File: src/rtl/uart_tx_scheduler.sv
// UART transmitter shared by NUM_REQ requesters through a round-robin arbiter.
// One character per frame: start, LSB-first data, optional parity, stop, optional idle gap.
module uart_tx_scheduler #(
  parameter int unsigned NUM_REQ = 4,
  parameter int unsigned ID_W    = 2,
  parameter int unsigned DIV_W   = 16
) (
  input  logic                 clk,
  input  logic                 rst_n,
  input  logic [DIV_W-1:0]     baud_div,
  input  logic [3:0]           cfg_data_bits,
  input  logic                 cfg_parity_en,
  input  logic [1:0]           cfg_parity_mode,
  input  logic [1:0]           cfg_stop_bits,
  input  logic [3:0]           cfg_interval,
  input  logic [NUM_REQ-1:0]   req_valid,
  input  logic [NUM_REQ*9-1:0] req_data,
  output logic [NUM_REQ-1:0]   req_ready,
  output logic                 uart_tx,
  output logic                 busy,
  output logic [ID_W-1:0]      grant_id
);

  typedef enum logic [2:0] {StIdle, StStart, StData, StParity, StStop, StGap} state_e;

  state_e           state_q, state_d;
  logic [DIV_W-1:0] div_q, div_d, cnt_q, cnt_d;
  logic [3:0]       bit_q, bit_d;
  logic [8:0]       data_q, data_d;
  logic [3:0]       data_last_q, data_last_d;
  logic [3:0]       stop_last_q, stop_last_d;
  logic [3:0]       interval_q, interval_d;
  logic             par_en_q, par_en_d;
  logic [1:0]       par_mode_q, par_mode_d;
  logic             tx_q, tx_d, busy_q, busy_d;
  logic [ID_W-1:0]  gid_q, gid_d, rr_q, rr_d;

  logic [8:0]       req_chr [NUM_REQ];
  logic [ID_W-1:0]  gnt_idx, idx;
  logic             gnt_found;
  logic [8:0]       par_mask;
  logic             par_xor, par_bit;
  logic [3:0]       bit_nxt;

  for (genvar g = 0; g < NUM_REQ; g++) begin : g_chr
    assign req_chr[g] = req_data[9*g +: 9];
  end

  // Parity covers only the transmitted bits; data_last is n-1 in 4..8.
  always_comb begin
    par_mask = 9'h1FF >> (4'd8 - data_last_q);
    par_xor  = ^(data_q & par_mask);
    unique case (par_mode_q)
      2'd0:    par_bit = par_xor;
      2'd1:    par_bit = ~par_xor;
      2'd2:    par_bit = 1'b0;
      default: par_bit = 1'b1;
    endcase
  end

  always_ff @(posedge clk or negedge rst_n) begin
    if (!rst_n) begin
      state_q     <= StIdle;
      div_q       <= '0;
      cnt_q       <= '0;
      bit_q       <= '0;
      data_q      <= '0;
      data_last_q <= 4'd7;
      stop_last_q <= '0;
      interval_q  <= '0;
      par_en_q    <= 1'b0;
      par_mode_q  <= '0;
      tx_q        <= 1'b1;
      busy_q      <= 1'b0;
      gid_q       <= '0;
      rr_q        <= '0;
    end else begin
      state_q     <= state_d;
      div_q       <= div_d;
      cnt_q       <= cnt_d;
      bit_q       <= bit_d;
      data_q      <= data_d;
      data_last_q <= data_last_d;
      stop_last_q <= stop_last_d;
      interval_q  <= interval_d;
      par_en_q    <= par_en_d;
      par_mode_q  <= par_mode_d;
      tx_q        <= tx_d;
      busy_q      <= busy_d;
      gid_q       <= gid_d;
      rr_q        <= rr_d;
    end
  end

  always_comb begin
    state_d     = state_q;
    div_d       = div_q;
    cnt_d       = cnt_q;
    bit_d       = bit_q;
    data_d      = data_q;
    data_last_d = data_last_q;
    stop_last_d = stop_last_q;
    interval_d  = interval_q;
    par_en_d    = par_en_q;
    par_mode_d  = par_mode_q;
    tx_d        = tx_q;
    busy_d      = busy_q;
    gid_d       = gid_q;
    rr_d        = rr_q;
    bit_nxt     = bit_q + 4'd1;

    if (state_q == StIdle) begin
      if (gnt_found) begin
        state_d    = StStart;
        data_d     = req_chr[gnt_idx];
        par_en_d   = cfg_parity_en;
        par_mode_d = cfg_parity_mode;
        interval_d = cfg_interval;
        div_d      = baud_div;
        cnt_d      = baud_div;
        bit_d      = '0;
        tx_d       = 1'b0;
        busy_d     = 1'b1;
        gid_d      = gnt_idx;
        rr_d       = ID_W'((32'(gnt_idx) + 32'd1) % NUM_REQ);
        if (cfg_data_bits < 4'd5)      data_last_d = 4'd4;
        else if (cfg_data_bits > 4'd9) data_last_d = 4'd8;
        else                           data_last_d = cfg_data_bits - 4'd1;
        stop_last_d = (cfg_stop_bits >= 2'd2) ? 4'd1 : 4'd0;
      end
    end else if (cnt_q != '0) begin
      cnt_d = cnt_q - DIV_W'(1);
    end else begin
      cnt_d = div_q;
      bit_d = bit_nxt;
      unique case (state_q)
        StStart: begin
          state_d = StData;
          bit_d   = '0;
          tx_d    = data_q[0];
        end
        StData: begin
          if (bit_q == data_last_q) begin
            bit_d = '0;
            if (par_en_q) begin
              state_d = StParity;
              tx_d    = par_bit;
            end else begin
              state_d = StStop;
              tx_d    = 1'b1;
            end
          end else begin
            tx_d = data_q[bit_nxt];
          end
        end
        StParity: begin
          state_d = StStop;
          bit_d   = '0;
          tx_d    = 1'b1;
        end
        StStop: begin
          tx_d = 1'b1;
          if (bit_q == stop_last_q) begin
            bit_d = '0;
            if (interval_q != 4'd0) begin
              state_d = StGap;
            end else begin
              state_d = StIdle;
              busy_d  = 1'b0;
            end
          end
        end
        default: begin
          tx_d = 1'b1;
          if (bit_q == interval_q - 4'd1) begin
            state_d = StIdle;
            busy_d  = 1'b0;
            bit_d   = '0;
          end
        end
      endcase
    end
  end

  // Arbiter: first valid requester at or above rr pointer, wrapping modulo NUM_REQ.
  always_comb begin
    req_ready = '0;
    gnt_idx   = '0;
    gnt_found = 1'b0;
    idx       = '0;
    if (state_q == StIdle) begin
      for (int unsigned k = 0; k < NUM_REQ; k++) begin
        idx = ID_W'((32'(rr_q) + k) % NUM_REQ);
        if (!gnt_found && req_valid[idx]) begin
          gnt_found = 1'b1;
          gnt_idx   = idx;
        end
      end
      if (gnt_found) req_ready[gnt_idx] = 1'b1;
    end
    uart_tx  = tx_q;
    busy     = busy_q;
    grant_id = gid_q;
  end

endmodule

File: config.mk
export PLATFORM = sky130hd
export DESIGN_NAME = uart_tx_scheduler
export DESIGN_NICKNAME = d
export VERILOG_FILES = /design/src/rtl/uart_tx_scheduler.sv
export SDC_FILE = /design/constraint.sdc
export NUM_CORES = 1
export LEC_CHECK = 0
export CAP_MARGIN = 20
export CORE_MARGIN = 1.5
export CORE_UTILIZATION = 45
export DETAILED_ROUTE_END_ITERATION = 7
export PLACE_DENSITY = 0.68
export SETUP_SLACK_MARGIN = 0.02
export SLEW_MARGIN = 20
export SYNTH_ARGS = -nofsm -noshare
export SYNTH_HDL_FRONTEND = slang
export SYNTH_SLANG_ARGS = --single-unit
File: constraint.sdc
create_clock -name clk -period 7.62 [get_ports clk]
set_input_delay 2.286 -clock clk [delete_from_list [all_inputs] [get_ports clk]]
set_output_delay 2.286 -clock clk [all_outputs]
set_load 0.05 [all_outputs]
==> run metrics <==
Wirelength per Cell=14.4 microns; clk root buf=clkbuf_8; residual DRC count=0; Fmax achieved=155 MHz; Synth Instances=between 400 and 500; CTS Hold Buffers Added=0; Routed WL=10,100 microns; status=completed; crit start category=input port; Post-synth EDFFs=0; fin area=about 0.0054 sq mm; final hold slack=0.480 ns; Port Buffer Count=77; area grow syn2layout=25.4%; Core ar.=~0.0092 sq mm; final core utilization=roughly 58%; via count=roughly 3,800; Final Cycle Share=a little over four fifths; GR Overflow Total=0; synth top area cells=dfrtp_1 36%, nand2_1 10%, o21ai_0 5.0%; initial antenna violation count=0; setup TNS=0 ns; fin crit period=6.46 ns; post-synthesis async set-or-reset flop share=100%; WS Path Type=in2out; Most used DFF post-synth=dfrtp_1; Post-DP Area=roughly 0.0051 sq mm; CP max stage delay=0.57 ns; final setup fails=0; largest net degree at the start of global routing=67; Leak=2.14 nW; Slew Limit Fails=0; IO Pins=around 80; critical path's most frequent cell=buf_4; vias per cell=between 5 and 6; max-cap violation count=0; GRT Total Usage=21.6%; Max VDD drop=74.4 uV; Worst EP arrival=roughly 4.2 ns; clock sinks=66; die area=0.0101 sq mm; DP HPWL=slightly above 7000 microns; Post-Syn Area=roughly 0.0043 sq mm; clock latency on the worst-skew pair=0.35 ns; Synth top area share=36.2%; share of layout cells above drive strength 1=10.3%; fin nets=roughly 650; pwr dens=approximately 160 mW/mm^2; DRT Pass-1 Iters=5; post-cts sizing count=0; Syn Nets=578; Worst slew margin=44.8%; Top Family by Delay on Critical Path=buffers and inverters; Iter 0 DRT Violations=around 170; worst path bufs/invs=3; slowest CP cell=clkdlybuf4s50_1; sequential share of the synthesized area=between 30% and 40%; Yosys reg bits=66; yosys warns=0; CTS tree=yes; CP endpoint kind=primary output; worst-path fanout max=22; vias in the first global route=about 3,600; Worst Skew=about 0.011 ns; die height=approximately 100 microns; final worst slack=~1.2 ns; Req. time, crit path=about 5.3 ns; worst slew pin tran=0.828 ns; syn_area_per_cell=between 8 and 9 sq um; Diodes inserted=0; clock-pin slew on the worst setup and hold paths=about 0.07 ns; HP Class=reg2reg; pre-CTS setup slack=1.17 ns; routability cong.=a little under 0.9; Die Span X=just over 100 microns; post-CTS setup buffers=0; initial core utilization=between 40% and 50%; Yosys cell types=65; RSZ-0062 raised after global routing=no; Num CTS Buffers=9; DRT antenna net count=0; H-tree depth=3; worst-path cell chain=clkdlybuf4s50_1, a21oi_1, o21a_1, o22ai_1, buf_4, nor3b_1, buf_4; row count=35; clock buffer depth=2; first-pass GRT wire length=17,200 microns; post-synth top area cell=dfrtp_1; final hold vios=0
## cells by family after synthesis
family / Yosys count / share of synthesized area (%)
fa+ha+maj: 10 / 2.92
compound gates: 121 / 18.1
buf+inv: 42 / 4.35
simple gates: 200 / 21.9
mux: 34 / 8.85
xor+xnor: 24 / 5.23
flops: 66 / 38.7
## final timing paths
path,start,end,slack (ns),cells after the start
max,req_valid[0],req_ready[0],1.16,7
min,div_q[1]$_DFFE_PN0P_,div_q[1]$_DFFE_PN0P_,0.48,2
max reg2reg,data_last_q[0]$_DFFE_PN1P_,uart_tx$_DFFE_PN1P_,4.90,9
min reg2reg,div_q[1]$_DFFE_PN0P_,div_q[1]$_DFFE_PN0P_,0.48,2
max in group asynchronous,rst_n,div_q[12]$_DFFE_PN0P_,4.96,2
min in group asynchronous,rst_n,data_q[5]$_DFFE_PN0P_,2.11,2
## final cells by class
type / instances / area [sq um]
Clock buffer: 10 / 138
Clock inverter: 6 / 88.8
Fill cell: 824 / 3870
Inverter: 16 / 60.1
Multi-Input combinational cell: 389 / 2450
Sequential cell: 66 / 1660
Tap cell: 129 / 161
Timing Repair Buffer: 85 / 816
## worst register-to-register path: cells and delay by family, from the launching register on
kind	cells	cell delay, ns
fa+ha+maj	1	0.23
compound gates	3	0.60
xor+xnor	1	0.39
simple gates	1	0.06
mux	2	0.69
buf+inv	1	0.09
flops	1	0.59
## power by group
part | switching (W) | leakage, nW | total, W | internal, W
registers | 0.0000267 | 0.761 | 0.000402 | 0.000375
clock network | 0.000143 | 0.109 | 0.000337 | 0.000194
logic | 0.0000647 | 1.27 | 0.000140 | 0.0000754
## synthesized netlist by cell type (all sizes together), types with 4 or more instances
library cell,n
xnor2,11
a211oi,7
ha,10
nand2b,6
dfrtp,62
nand2,117
xor2,12
clkbuf,17
mux2i,21
nor2,24
nor2b,5
nand3,7
o21ai,45
o211ai,15
mux2,11
nor4,9
nor3,11
buf,9
a21oi,23
o22ai,4
or3,5
dfstp,4
inv,16
a31oi,4
## metrics by stage
| step | power, W | std cells |
|---|---|---|
| after floorplan | 0.000479 | 497 |
| after global placement | 0.000543 | 685 |
| after detailed placement | 0.000548 | 685 |
| after CTS | 0.000887 | 701 |
| after global routing | 0.000924 | 701 |
| final | 0.000879 | 701 |
## cell usage in the layout (no fill, tap or decap), types with 5 or more instances in the layout
cell,synthesis,layout
nand2_1,116,116
clkdlybuf4s50_1,0,72
dfrtp_1,62,62
o21ai_0,43,43
a21oi_1,23,23
nor2_1,23,22
mux2i_1,21,21
inv_1,16,16
o211ai_1,15,15
xor2_1,12,12
buf_4,2,12
xnor2_1,11,11
mux2_2,11,11
nor3_1,10,10
ha_1,10,10
clkbuf_8,0,10
a211oi_1,7,7
nand3_1,7,7
nand2b_1,6,6
nor4_1,7,6
nor2b_1,5,5
or3_1,5,5
## layer usage
metal | wire length, microns | GRT usage, % | vias to the layer above
met3 | 611 | 4.16 | 14
met4 | 165 | 8.02 | 0
li1 | - | - | 1900
met5 | 0 | 0 | -
met1 | 4910 | 30.5 | 1727
met2 | 4430 | 33.0 | 115
## state kept, by name, indices dropped and copies added (netlist names)
signal	count
interval_q	4
par_en_q	1
state_q	3
busy	1
uart_tx	1
grant_id	2
rr_q	2
stop_last_q	1
div_q	16
data_q	9
par_mode_q	2
cnt_q	16
bit_q	4
data_last_q	4
Power figures use the tool's default switching activity.
